==> src/rtl/pool_pkg.sv <==
// Shared types and helpers for the pooling path.
package pool_pkg;

    typedef enum logic [1:0] {
        OP_AVG = 2'b00,
        OP_MIN = 2'b01,
        OP_MAX = 2'b10,
        OP_SUM = 2'b11
    } op_t;

    // Internal arithmetic is done at a fixed wide width; DATA_W + WIN_LOG2 must fit.
    localparam int unsigned MaxW = 64;
    typedef logic [MaxW-1:0] wide_t;
    typedef logic [$clog2(MaxW)-1:0] wide_idx_t;

    typedef struct packed {
        logic  sat;
        wide_t val;
    } clip_t;

    // Extend the low w bits of d to MaxW bits, replicating bit w-1 when sgn is set.
    function automatic wide_t ext(input wide_t d, input int unsigned w, input bit sgn);
        wide_t     r;
        wide_idx_t msb;
        msb = wide_idx_t'(w - 1);
        for (int i = 0; i < int'(MaxW); i++) begin
            r[i] = (i < int'(w)) ? d[i] : (sgn & d[msb]);
        end
        return r;
    endfunction

    // Clamp a sign-extended wide value into the w-bit range; sat flags a clamp.
    function automatic clip_t sat_clip(input wide_t v, input int unsigned w, input bit sgn);
        logic signed [MaxW-1:0] sv;
        logic signed [MaxW-1:0] hi;
        logic signed [MaxW-1:0] lo;
        clip_t                  c;
        sv = v;
        if (sgn) begin
            hi = (64'sd1 <<< (w - 1)) - 64'sd1;
            lo = -(64'sd1 <<< (w - 1));
        end else begin
            hi = (64'sd1 <<< w) - 64'sd1;
            lo = '0;
        end
        c.sat = 1'b0;
        c.val = v;
        if (sv > hi) begin
            c.val = hi;
            c.sat = 1'b1;
        end else if (sv < lo) begin
            c.val = lo;
            c.sat = 1'b1;
        end
        return c;
    endfunction

endpackage

==> src/rtl/pool_out_reg.sv <==
// Single-entry result register with valid/ready hold.
module pool_out_reg #(
    parameter int unsigned W = 16
) (
    input  logic         clk,
    input  logic         res,
    input  logic         load_i,
    input  logic [W-1:0] data_i,
    input  logic         sat_i,
    output logic         valid_o,
    input  logic         ready_i,
    output logic [W-1:0] data_o,
    output logic         sat_o
);

    logic         valid_q, valid_d;
    logic [W-1:0] data_q, data_d;
    logic         sat_q, sat_d;

    // A load wins over a drain, so drain+load in one cycle keeps valid high with new data.
    always_comb begin
        valid_d = valid_q;
        data_d  = data_q;
        sat_d   = sat_q;
        if (load_i) begin
            valid_d = 1'b1;
            data_d  = data_i;
            sat_d   = sat_i;
        end else if (ready_i) begin
            valid_d = 1'b0;
        end
    end

    // Register state with synchronous reset.
    always_ff @(posedge clk) begin
        if (res) begin
            valid_q <= 1'b0;
            data_q  <= '0;
            sat_q   <= 1'b0;
        end else begin
            valid_q <= valid_d;
            data_q  <= data_d;
            sat_q   <= sat_d;
        end
    end

    assign valid_o = valid_q;
    assign data_o  = data_q;
    assign sat_o   = sat_q;

endmodule

==> src/rtl/pool_reduce_unit.sv <==
// Reduces each window of 2**WIN_LOG2 samples to one AVG/MIN/MAX/SUM result.
module pool_reduce_unit
    import pool_pkg::*;
#(
    parameter int unsigned DATA_W   = 16,
    parameter int unsigned WIN_LOG2 = 2,
    parameter bit          SIGNED   = 1'b0
) (
    input  logic              clk,
    input  logic              res,
    input  logic [1:0]        op_type_i,
    input  logic              flush_i,
    input  logic              in_valid_i,
    output logic              in_ready_o,
    input  logic [DATA_W-1:0] in_data_i,
    output logic              out_valid_o,
    input  logic              out_ready_i,
    output logic [DATA_W-1:0] out_data_o,
    output logic              out_sat_o
);

    localparam int unsigned ACC_W = DATA_W + WIN_LOG2;
    localparam logic [WIN_LOG2-1:0] CntLast = '1;
    localparam logic [WIN_LOG2-1:0] CntOne  = WIN_LOG2'(1);

    logic [WIN_LOG2-1:0] cnt_q, cnt_d;
    logic [ACC_W-1:0]    acc_q, acc_d;
    op_t                 op_q, op_d;

    logic  accept, load, res_sat;
    wide_t samp_w, acc_w, comb_w, res_w;
    clip_t clip;
    logic  unused_res;

    // Only the window-closing sample stalls, and only while the result slot is full.
    assign in_ready_o = !(cnt_q == CntLast && out_valid_o && !out_ready_i);
    assign accept     = in_valid_i && in_ready_o && !flush_i;
    assign load       = accept && (cnt_q == CntLast);

    // Combine the running accumulator with the incoming sample and format the result.
    always_comb begin
        samp_w = ext(wide_t'(in_data_i), DATA_W, SIGNED);
        acc_w  = ext(wide_t'(acc_q), ACC_W, SIGNED);
        // Both operands are extended into the wide signed range, so one signed compare
        // serves the unsigned case too.
        case (op_q)
            OP_MIN:  comb_w = ($signed(samp_w) < $signed(acc_w)) ? samp_w : acc_w;
            OP_MAX:  comb_w = ($signed(samp_w) > $signed(acc_w)) ? samp_w : acc_w;
            default: comb_w = acc_w + samp_w;
        endcase
        clip    = sat_clip(comb_w, DATA_W, SIGNED);
        res_sat = 1'b0;
        case (op_q)
            OP_AVG:  res_w = wide_t'($signed(comb_w) >>> WIN_LOG2);
            OP_SUM: begin
                res_w   = clip.val;
                res_sat = clip.sat;
            end
            default: res_w = comb_w;
        endcase
    end

    assign unused_res = ^res_w[MaxW-1:DATA_W];

    // Window counter, accumulator and latched op.
    always_comb begin
        cnt_d = cnt_q;
        acc_d = acc_q;
        op_d  = op_q;
        if (flush_i) begin
            cnt_d = '0;
        end else if (accept) begin
            cnt_d = cnt_q + CntOne;
            if (cnt_q == '0) begin
                acc_d = samp_w[ACC_W-1:0];
                op_d  = op_t'(op_type_i);
            end else begin
                acc_d = comb_w[ACC_W-1:0];
            end
        end
    end

    // Window state registers with synchronous reset.
    always_ff @(posedge clk) begin
        if (res) begin
            cnt_q <= '0;
            acc_q <= '0;
            op_q  <= OP_AVG;
        end else begin
            cnt_q <= cnt_d;
            acc_q <= acc_d;
            op_q  <= op_d;
        end
    end

    pool_out_reg #(
        .W(DATA_W)
    ) u_out_reg (
        .clk     (clk),
        .res     (res),
        .load_i  (load),
        .data_i  (res_w[DATA_W-1:0]),
        .sat_i   (res_sat),
        .valid_o (out_valid_o),
        .ready_i (out_ready_i),
        .data_o  (out_data_o),
        .sat_o   (out_sat_o)
    );

endmodule

==> config.mk <==
export PLATFORM = sky130hd
export DESIGN_NAME = pool_reduce_unit
export DESIGN_NICKNAME = d
export VERILOG_FILES = /design/src/rtl/pool_pkg.sv /design/src/rtl/pool_out_reg.sv /design/src/rtl/pool_reduce_unit.sv
export SDC_FILE = /design/constraint.sdc
export NUM_CORES = 1
export LEC_CHECK = 0
export CAP_MARGIN = 20
export CORE_UTILIZATION = 64
export CTS_BUF_LIST = sky130_fd_sc_hd__clkbuf_4
export DETAILED_ROUTE_END_ITERATION = 10
export GPL_ROUTABILITY_DRIVEN = 0
export GPL_TIMING_DRIVEN = 0
export PLACE_DENSITY = 0.89
export SYNTH_ARGS = -nofsm -noshare
export SYNTH_HDL_FRONTEND = slang
export SYNTH_SLANG_ARGS = --single-unit
==> constraint.sdc <==
create_clock -name clk -period 5.7 [get_ports clk]
set_clock_uncertainty 0.15 [all_clocks]
set_input_delay 0.855 -clock clk [delete_from_list [all_inputs] [get_ports clk]]
set_output_delay 0.855 -clock clk [all_outputs]
set_load 0.01 [all_outputs]
**Word level (Yosys, flattened, before mapping)**

Cells that the tools add are included.

- $add $sub $neg: 2
- Order comparisons: 4
- Equal/unequal tests: 4
- Mux-type cells: 10
- Bitwise operators: 1
- Reduce and logical (&&, ||, !) cells: 14

Operators with widths:

| kind | count |
|---|---|
| $mux W65 | 2 |
| $mux W18 | 3 |
| $pmux W19 S2 | 1 |
| $pmux W16 S2 | 1 |
| $add A18 B16 Y19 | 1 |
| $gt A19 B16 Y1 const B | 1 |
| $lt A19 B1 Y1 const B | 1 |
| $gt A16 B18 Y1 | 1 |
| $lt A16 B18 Y1 | 1 |
| $eq A2 B2 Y1 const B | 3 |
| $logic_and A1 B1 Y1 | 5 |
| $logic_not A2 Y1 | 2 |
| $logic_not A1 Y1 | 3 |
| $mux W1 | 3 |
| $reduce_and A3 Y1 | 1 |
| $add A2 B1 Y2 const B | 1 |
| $eq A2 B1 Y1 const B | 1 |
| $reduce_and A2 Y1 | 1 |
| $reduce_bool A2 Y1 | 1 |
| $reduce_or A2 Y1 | 1 |
| $not A1 Y1 | 1 |

- Bits in registers: 40
- Input bits: 23
- Output and inout bits: 19
- Logic and storage cells: 41

**Logic depth before layout (Yosys ltp)**

Gate-level depths: netlist of run 1.

- Depth after elaboration: 8
- Mapped depth: 12
- Gate-level depth less buffers: 11

**Modules after synthesis**

From an unflattened synthesis of run 1, not the netlist that was laid out.

- Cells, all modules: 513
- Area, all modules: 4,151.5 um^2

By module, submodules not included:

| module | times used | cells each | area each (um^2) | seq. area each (um^2) |
|---|---|---|---|---|
| pool_reduce_unit | 1 | 454 | 3,500.9 | 440.4 |
| pool_out_reg | 1 | 59 | 650.6 | 360.3 |

**Worst setup path after synthesis of run 1**

No wires, ideal clock.

- Path type: input port to flip-flop
- Start point: input in_data_i[5]
- End point: register acc_q[1]
- Setup time: 0.134 ns
- Arrival: 3.211 ns
- Data required time: 5.416 ns
- Slack: 2.205 ns
- Stages: 10
- Buffers on the path: 1
- Cells stage by stage: ha_1 a21oi_1 o31ai_1 a2111o_1 or2_1 a22o_1 buf_6 a221o_1 a221oi_2 a211oi_1

- Cells in the longest elaborated chain, start to end: 4
- Elaborated cells between the ends (all ways): 6
- Classes of those cells: order compare: 2; mux: 4

Ends and longest elaborated chain:

| element | line | text |
|---|---|---|
| from (decl) | pool_reduce_unit.sv:15 | `input logic [DATA_W-1:0] in_data_i,` |
| $gt A16 B18 Y1 / $lt A16 B18 Y1 (equally long branches) | pool_reduce_unit.sv:48, pool_reduce_unit.sv:47 |  |
| $mux W18 (on tied branches) | pool_reduce_unit.sv:48, pool_reduce_unit.sv:47 |  |
| $pmux W19 S2 * | pool_reduce_unit.sv:46 | `case (op_q)` |
| $mux W18 * | pool_reduce_unit.sv:74 | `if (cnt_q == '0) begin` |
| to (signal assigned) | pool_reduce_unit.sv:87 | `acc_q <= '0;` |
| to (signal assigned) | pool_reduce_unit.sv:91 | `acc_q <= acc_d;` |
| to (decl) | pool_reduce_unit.sv:27 | `logic [ACC_W-1:0] acc_q, acc_d;` |

Every way passes the cells marked *; elsewhere a longest branch is shown, timed or not.
A chain may end at the register's enable or synchronous reset.

**Worst setup path in the final report of run 1**

- Start point: input in_data_i[9]
- End point: register u_out_reg.data_q[3] (netlist: u_out_reg.data_o[3])

- Cells in the longest elaborated chain, start to end: 7
- Elaborated cells between the ends (all ways): 11
- Classes of those cells: add/sub: 1; order compare: 4; mux: 6

Ends and longest elaborated chain:

| element | line | text |
|---|---|---|
| $gt A16 B18 Y1 / $lt A16 B18 Y1 (equally long branches) | pool_reduce_unit.sv:48, pool_reduce_unit.sv:47 |  |
| $mux W18 (on tied branches) | pool_reduce_unit.sv:48, pool_reduce_unit.sv:47 |  |
| $pmux W19 S2 * | pool_reduce_unit.sv:46 |  |
| $lt A19 B1 Y1 | pool_pkg.sv:51 | `end else if (sv < lo) begin` |
| $mux W65 | pool_pkg.sv:51 |  |
| $mux W65 | pool_pkg.sv:48 | `if (sv > hi) begin` |
| $pmux W16 S2 * | pool_reduce_unit.sv:53 | `case (op_q)` |
| to (signal assigned) | pool_out_reg.sv:42 | `data_q <= data_d;` |
| to (decl) | pool_out_reg.sv:17 | `logic [W-1:0] data_q, data_d;` |

Marked as above.

==> impl_metrics.tcl, run 1 <==
set metrics [dict create \
    finalSetupViolCount 0 \
    cts_sinks 40 \
    cts_max_level 2 \
    clock_path_buffers 2 \
    boundaryPins 42 \
    rsz0062_at_grt "no" \
    ys_ff_latch 40 \
    design_area_mm2 0.00458 \
    initial_utilization_pct 67.4 \
    outcome "completed" \
    yosysWarnings 0 \
    antenna_left 0 \
    synth_cells 526 \
    cts_root_buffer "clkbuf_4" \
    fillers 462 \
    period_minus_slack_ns 4.26 \
    overflow 0 \
    final_nets 635 \
    grt_pass1_wl_mm 21.1 \
    crit_path_start_kind "input pin" \
    drive_above_1_share_pct 6.11 \
    insertion_delay_ns 0.36 \
    post_cts_buffers 0 \
    cts_buffers 5 \
    fin_crit_sh_pct 74.7 \
    track_usage_pct 42.1 \
    syn_area_per_cell_um2 7.68 \
    power_frac_clock_pct 17.1 \
    slew_headroom_pct 60.4 \
    power.share.switching_pct 41.9 \
    min_path_type "reg2reg" \
    placed_area_mm2 0.00453 \
    ir_drop_mv 0.116 \
    antenna_found_initial 0 \
    vias 4590 \
    p_leak_uw 0.00183 \
    syn-num-nets 588 \
    synth_ff_type "dfxtp_1" \
    tns_ns 0 \
    dp_hpwl_mm 10.3 \
    synth-async-reset-ratio_pct 0 \
    pwr_density_cell_mw_per_mm2 176 \
    seq_power_share_pct 37.1 \
    cts_hold_buf 0 \
    cap_viol_max_count 0 \
    clk_pin_slew_ns 0.11 \
    ys_seq_area_share_pct 19.8 \
    fmax_mhz 235 \
    p_int_uw 469 \
    whs_ns 0.313 \
    cts_tree "done" \
    first_iter_violations 704 \
    critical_path_class "in2reg" \
    synth_edf_count 0 \
    placed_cells 641 \
    portBuffers 40 \
    routed_via_density 7.08 \
    slew_viol_final 0 \
    combPwrFrac_pct 45.8 \
    areaGrowthSynthToFinish_pct 13.3 \
    die_x_um 81.5 \
    syn_area_mm2 0.00404 \
    drt-total-wl_mm 13.1 \
    grt_max_degree 12 \
    cp-end-kind "register" \
    ys_types 75 \
    core_mm2 0.00599 \
    cp_max_fo 8 \
    final_hold_viol_count 0 \
    p_sw_uw 339 \
    rows 28 \
    die-area_mm2 0.00663 \
    die_h_um 81.5 \
    ctsResizeCount 0 \
    drc_errors 0 \
    first_pass_iters 6 \
    antenna_cells 0 \
    worstMarginPinSlew_ns 0.594 \
    fin_cells 648 \
    arrival_ns 4.39 \
    wl_per_cell_um 20.2 \
    grt_pass1_vias 4231 \
    required_ns 5.83 \
]
[worst max-delay path, stage by stage]
cell	delay (ns)
clkdlybuf4s50_1	0.51
ha_1	0.36
buf_2	0.18
nor2_1	0.23
or4b_1	0.50
a211oi_1	0.39
or3_1	0.27
mux2_2	0.40
nor2_1	0.18
a31oi_1	0.23
a211oi_1	0.27
[logic make-up (layout without fill, tap and decap cells)]
group                      count (synthesis)  after routing  share of synthesized area, %
DFF                                       40             40                          19.8
buffers and inverters                     75            122                          7.43
xor gates and xnor gates                  12             12                          2.60
AOI/OAI and AO/OA                        184            184                          35.3
adders and majority gates                 39             39                          12.3
and+or+nand+nor                          164            164                          19.5
muxes                                     12             12                          3.10
[synth_stat cells (9+ instances only)]
cell / count / area, um^2
nor2b_1: 9 / 56.3
xnor2_1: 10 / 87.6
inv_1: 44 / 165
o21ai_0: 17 / 85.1
nor3_1: 13 / 65.1
nand2_1: 45 / 169
nor2_1: 46 / 173
a21oi_1: 29 / 145
o211ai_1: 10 / 75.1
ha_1: 38 / 475
nand3_1: 14 / 70.1
a211oi_1: 19 / 143
dfxtp_1: 40 / 801
a221oi_1: 11 / 96.3
clkbuf_1: 21 / 78.8
[cell usage in the layout (no fill, tap or decap), drive strengths merged, types with 11 or more instances in the layout]
cell	instances
clkdlybuf4s50	40
nand3	14
nor2	46
clkbuf	26
nand2	45
inv	44
ha	38
a221oi	14
dfxtp	40
o211ai	11
a21oi	30
a211oi	19
nor3	13
o21ai	20
[cell type report]
class,instances,area [um^2],area share (%)
Multi-Input combinational cell,411,2940,64.2
Clock buffer,5,37.5,0.820
Tap cell,75,93.8,2.05
Buffer,31,135,2.95
Timing Repair Buffer,40,400,8.74
Sequential cell,40,801,17.5
Inverter,44,165,3.61
Clock inverter,2,7.51,0.164
[metal layers]
metal | share of wire (%) | wire [um] | GRT usage (%)
met4 | 6.7 | 879 | 24.5
met5 | 0 | 0 | 0
met3 | 10 | 1340 | 9.44
met2 | 44 | 5780 | 66.1
met1 | 39 | 5100 | 52.7
[power by group through the flow]
stage,Combinational [uW],Sequential [uW],Clock [uW]
final,369,300,138
after global routing,399,301,148
after CTS,356,299,136
after detailed placement,353,306,0
after global placement,344,305,0
after floorplan,252,302,0
[metrics by stage]
stage,utilization (%),setup WS [ns],total power [uW]
global placement,75.7,1.29,649
CTS,76.4,1.58,791
floorplan,-,2.21,554
global route,76.4,1.36,849
detailed placement,75.7,1.26,659
finish,76.4,1.44,807
[flip-flops by register name, summed over array words and instances (netlist names)]
signal,flops
acc_q,18
cnt_q,2
op_q,2
u_out_reg.data_o,16
u_out_reg.sat_o,1
u_out_reg.valid_o,1
[final timing paths]
| check | cells past startpoint | slack (ns) | to | from |
|---|---|---|---|---|
| setup / recovery | 11 | 1.44 | u_out_reg.data_o[3] | in_data_i[9] |
| setup reg to reg | 11 | 2.03 | u_out_reg.data_o[3] | acc_q[9] |
| hold / removal | 2 | 0.31 | u_out_reg.data_o[10] | u_out_reg.data_o[10] |
| hold reg to reg | 2 | 0.31 | u_out_reg.data_o[10] | u_out_reg.data_o[10] |
(Power assumes the default switching activity.)
==> run 2, diff against run 1 <==
- CORE_UTILIZATION: 64 -> 60
- PLACE_DENSITY: 0.89 -> 0.84
- clock period: 5.7 -> 4.4 ns (I/O delays scaled with it)
==> run 2 against run 1 <==
The run now ends with design-rule violations left. Non-clock buffer count stayed put. Die area is 6.5% higher. Utilization is 5.0 points lower. Final cell count is 0.31% higher. Design area is 0.16% higher. Global-route usage is 4.9 points lower. Sequential share of layout area hardly changed. Clock power is 36% higher. Flip-flop and latch count stayed put. Power is 31% higher. Register-to-register slack worse by 1.3 ns. Hold slack better by 0.0052 ns.
==> impl_metrics.tcl, run 2 (synthesized netlist as in run 1, its figures left out) <==
set metrics [dict create \
    post_cts_buffers 0 \
    initial_utilization_pct 62.9 \
    route.met3.wl_mm 1.30 \
    placed_cells 643 \
    min_from "u_out_reg.data_o[8]" \
    core_mm2 0.00642 \
    drive_above_1_share_pct 6.46 \
    slew_viol_final 0 \
    holdPathStages 2 \
    timing.rr.end "u_out_reg.data_o[3]" \
    drc_errors 2 \
    met1Wirelength_mm 5.11 \
    ir_drop_mv 0.152 \
    worstMarginPinSlew_ns 0.623 \
    top_register "acc_q" \
    portBuffers 40 \
    antenna_found_initial 0 \
    first_iter_violations 656 \
    top_layer "met4" \
    final_hold_viol_count 0 \
    cts_sinks 40 \
    min_path_type "reg2reg" \
    wl_met2_mm 5.87 \
    grt_pass1_vias 4183 \
    multi_input_area_mm2 0.00294 \
    cts_root_buffer "clkbuf_4" \
    arrival_ns 4.22 \
    antenna_cells 0 \
    cp-end-kind "register" \
    wl_per_cell_um 20.0 \
    reg2reg_from "acc_q[9]" \
    overflow 0 \
    outcome "finished, violations left" \
    cts_buffers 5 \
    final_nets 635 \
    p_leak_uw 0.00184 \
    cp_max_fo 8 \
    die_h_um 84.1 \
    largest_reg_flops 18 \
    drt-total-wl_mm 13.0 \
    holdPathEnd "u_out_reg.data_o[8]" \
    ctsResizeCount 0 \
    clock_path_buffers 2 \
    period_minus_slack_ns 4.10 \
    final_common_cell "nor2_1" \
    violations "design-rule violations" \
    cap_viol_max_count 0 \
    cts_tree "done" \
    dp_hpwl_mm 10.3 \
    routed_via_density 7.08 \
    rsz0062_at_grt "no" \
    required_ns 4.52 \
    die_x_um 84.1 \
    die-area_mm2 0.00707 \
    first_pass_iters 9 \
    fin_cells 650 \
    rows 29 \
    critical_path_class "in2reg" \
    fillers 532 \
    grt_max_degree 12 \
    seq_area_um2 801 \
    areaGrowthSynthToFinish_pct 13.5 \
    r2r_slack_ns 0.73 \
    place_ws_ns 0.0851 \
    cts_hold_buf 0 \
    crit_path_start_kind "input pin" \
    tns_ns 0 \
    clk_pin_slew_ns 0.11 \
    rr_worst_depth 11 \
    boundaryPins 42 \
    fmax_mhz 244 \
    fin_crit_sh_pct 93.2 \
    most-common-layout-cells "nor2_1, nand2_1, inv_1, dfxtp_1, clkdlybuf4s50_1" \
    setup_ws_ns 0.299 \
    antenna_left 0 \
    fin_util_pct 71.4 \
    pwr_density_cell_mw_per_mm2 230 \
    insertion_delay_ns 0.36 \
    grt_pass1_wl_mm 20.9 \
    finalSetupViolCount 0 \
    cts_max_level 2 \
    slew_headroom_pct 58.5 \
    vias 4601 \
    track_usage_pct 37.2 \
]
run 2: where the power goes:
| part | switching (uW) | leakage [uW] | internal (uW) |
|---|---|---|---|
| combinational | 302 | 0.00148 | 177 |
| sequential | 14.0 | 0.000326 | 374 |
| clock | 123 | 0.0000315 | 65.2 |
run 2: final cells by class:
type | count | area share (%)
Buffer | 31 | 2.95
Sequential cell | 40 | 17.5
Inverter | 44 | 3.60
Clock buffer | 6 | 0.982
Clock inverter | 1 | 0.109
Timing Repair Buffer | 40 | 8.73
Multi-Input combinational cell | 411 | 64.1
Tap cell | 77 | 2.10
run 2: worst max-delay path, stage by stage:
cell,delay [ns]
clkdlybuf4s50_1,0.61
ha_1,0.27
buf_2,0.17
nor2_1,0.23
or4b_1,0.50
a211oi_1,0.38
or3_1,0.28
mux2_2,0.41
nor2_1,0.19
a31oi_1,0.25
a211oi_1,0.27
run 2: stage by stage:
| stage | hold WS (ns) | power [uW] | cell area [um^2] |
|---|---|---|---|
| 6_report | 0.318 | 1050 | 4590 |
| 4_1_cts | 0.320 | 1030 | 4590 |
| 3_3_place_gp | 0.296 | 843 | 4540 |
| 5_1_grt | 0.347 | 1110 | 4590 |
| 2_1_floorplan | 0.319 | 717 | 4040 |
| 3_5_place_dp | 0.294 | 854 | 4540 |
run 2: how the worst max path moves through the flow:
stage,from,to
after detailed placement,in_data_i[9],u_out_reg.data_o[3]
after global routing,in_data_i[9],u_out_reg.data_o[2]
after global placement,in_data_i[9],u_out_reg.data_o[0]
final,in_data_i[9],u_out_reg.data_o[3]
after floorplan,in_data_i[5],acc_q[1]
after CTS,in_data_i[9],u_out_reg.data_o[3]
run 2: metal layers:
layer | global-route usage [%] | vias up
met2 | 59.6 | 358
met4 | 20.8 | 0
met5 | 0 | -
met1 | 48.2 | 2103
li1 | - | 2072
met3 | 4.95 | 68
==> RTL change, RTL diff (settings of run 1) <==
Set the parameter `SIGNED` to 1'b1 (it was 1'b0).
--- a/src/rtl/pool_reduce_unit.sv
+++ b/src/rtl/pool_reduce_unit.sv
@@ -4,7 +4,7 @@
 #(
     parameter int unsigned DATA_W   = 16,
     parameter int unsigned WIN_LOG2 = 2,
-    parameter bit          SIGNED   = 1'b0
+    parameter bit          SIGNED   = 1'b1
 ) (
     input  logic              clk,
     input  logic              res,
Check against the original RTL: not equivalent (Yosys sat finds a counterexample within 10 cycles, from zero or initial values).
==> RTL change against run 1 <==
Sequential cell count unchanged. Synthesized area increased by 10%. Die area increased by 9.8%. Register-to-register slack got worse by 0.51 ns. Wire length increased by 9.7%. Power increased by 19%. Global-route usage decreased by 2.7 points. Final area increased by 9.9%. First-iteration DRC count decreased by 26%. Synthesized cell count increased by 13%. Core utilization decreased by 1.9 points. Worst setup slack got worse by 0.51 ns. Largest cell class unchanged. Highest routed layer unchanged.
==> RTL change: results (changes against run 1) <==
stage,metric,value,unit,change
drt,wl_met1,5.66,mm,+11%
layout,max_flop_register,acc_q,,
clock_tree,root_buffer,clkbuf_4,,
layout,fill_cells,524,,+13%
placement,portBuffers,41,,+2.5%
global_route,grt_max_degree,14,,+2
worst_setup_path,rr_endpoint,u_out_reg.data_o[10],,
placement,place_area,0.00495,mm2,+9.3%
hold_path,hp-start,u_out_reg.sat_o,,
synth,yosys_warnings,0,,unchanged
synth,ys_types,76,,+1.3%
layout,largest_register_ff_count,18,,unchanged
clock_tree,worstSkewPairLatency,0.37,ns,
synth,ys_seq_area_share,18.0,%,-1.8 points
clock_tree,htreeDepth,2,,unchanged
synth,synth-async-reset-ratio,0,%,unchanged
timing,whs,0.336,ns,+0.0223 ns
hold_path,min_to,u_out_reg.sat_o,,
worst_setup_path,rrSetupSlack,1.52,ns,-0.51 ns
worst_setup_path,reg2reg_depth,11,,unchanged
synth,synth_top_area_cell,dfxtp_1,,
synth,synth_area_leaders,"dfxtp_1 18%, ha_1 12%, nor2_1 6.1%, nand2_1 5.3%, a21oi_1 5.1%",,
global_route,track_usage,39.5,%,-2.7 points
clock_tree,numCtsBuffers,5,,unchanged
global_route,grt_first_pass_wirelength,22.5,mm,+6.8%
worst_setup_path,r2r_start,acc_q[2],,
global_route,grt_pass1_vias,4645,,+9.8%
worst_setup_path,critical_path_arrival,4.92,ns,+0.53 ns
placement,hpwlAfterDp,10.4,mm,+1.7%
synth,syn_nets,659,,+12%
worst_setup_path,critical-path-top-delay-family,compound AO/OA/AOI/OAI gates,,
worst_setup_path,crit_slowest_cell,a221oi_1,,
power,peakVddDrop,0.142,mV,+22%
job,max-cap-violations,0,,unchanged
drt,met2WireLength,6.38,mm,+10%
timing,worstMarginPinSlew,0.756,ns,+0.162 ns
worst_setup_path,critical-path-max-stage-delay,0.55,ns,+0.04 ns
drt,drtIter0Drc,520,,-26%
drt,dr.pass1.iters,7,,+1
synth,synth_common_cells,"72 x nor2_1, 63 x nand2_1, 47 x inv_1, 45 x a21oi_1, 42 x ha_1",,
clock_tree,clkTransAtPathRegs,0.14,ns,+0.03 ns
layout,drive_above_1_share,9.50,%,+3.4 points
global_route,antenna_found_initial,0,,unchanged
worst_setup_path,crit_fanout,5,,-3
outcome,status,"finished, final reports clean",,
layout,nNetsFinal,707,,+11%
power,p_leak,2.00,nW,+9.2%
hold_path,whs_path_depth,2,,unchanged
drt,vias_per_cell,6.82,,-3.7%
clock_tree,cts_resized,0,,unchanged
drt,met3_length,1.67,mm,+25%
drt,wirelength,14.4,mm,+9.7%
power,power.internal,0.555,mW,+18%
[RTL change: changes by cell type after synthesis, sizes merged, moves of 6 or more]
cell	before	now
o311a	8	2
o22ai	2	8
nand3	14	8
or2	9	1
nor2	46	72
nand2	45	63
a21oi	30	50
mux2	4	20
a221o	8	2
[RTL change: final cells by class]
type	instances	area (um2)	area share (%)
inverters	47	176	3.50
clock inverters	3	42.5	0.845
plain buffers	33	173	3.43
multi-input cells	473	3290	65.4
well taps	80	100	1.99
repair buffers	41	410	8.15
clock buffers	5	37.5	0.746
flip-flops and latches	40	801	15.9
[RTL change: logic make-up after synthesis]
kind of cell / synth area share (%)
flops: 18.0
fa+ha+maj: 12.3
compound gates: 30.3
buf+inv: 7.85
mux: 7.88
simple gates: 20.9
xor+xnor: 2.76
[RTL change: per-layer routing]
layer / global-route usage (%) / vias to the layer above
met5: 0 / -
met4: 18.9 / 0
met3: 7.10 / 78
met2: 62.6 / 353
met1: 51.9 / 2259
li1: - / 2236
[RTL change: power by group through the flow]
stage	combinational, mW	clock [mW]	sequential, mW
6_report	0.457	0.203	0.302
5_1_grt	0.488	0.211	0.303
4_1_cts	0.439	0.202	0.301
3_5_place_dp	0.434	0	0.308
3_3_place_gp	0.421	0	0.306
2_1_floorplan	0.320	0	0.304
[RTL change: tightest hold or removal path, cell delays in order (launching register included)]
cell     delay [ns]
dfxtp_1        0.34
nand2_1        0.05
o21ai_0        0.07
[RTL change: worst max-delay path by stage]
| stage | from | endpoint | slack (ns) |
|---|---|---|---|
| after floorplan | in_data_i[9] | u_out_reg.data_o[0] | 1.99 |
| after global placement | in_data_i[2] | u_out_reg.data_o[10] | 0.83 |
| after detailed placement | in_data_i[2] | u_out_reg.data_o[6] | 0.78 |
| after CTS | in_data_i[2] | u_out_reg.data_o[6] | 1.12 |
| after global routing | in_data_i[2] | u_out_reg.data_o[10] | 0.82 |
| final | in_data_i[2] | u_out_reg.data_o[10] | 0.93 |
[RTL change: stage by stage]
step	setup WS, ns	instances	power (mW)
final	0.930	722	0.961
after global routing	0.822	722	1.00
after CTS	1.12	722	0.942
after detailed placement	0.781	714	0.742
after global placement	0.827	714	0.728
after floorplan	1.99	593	0.624
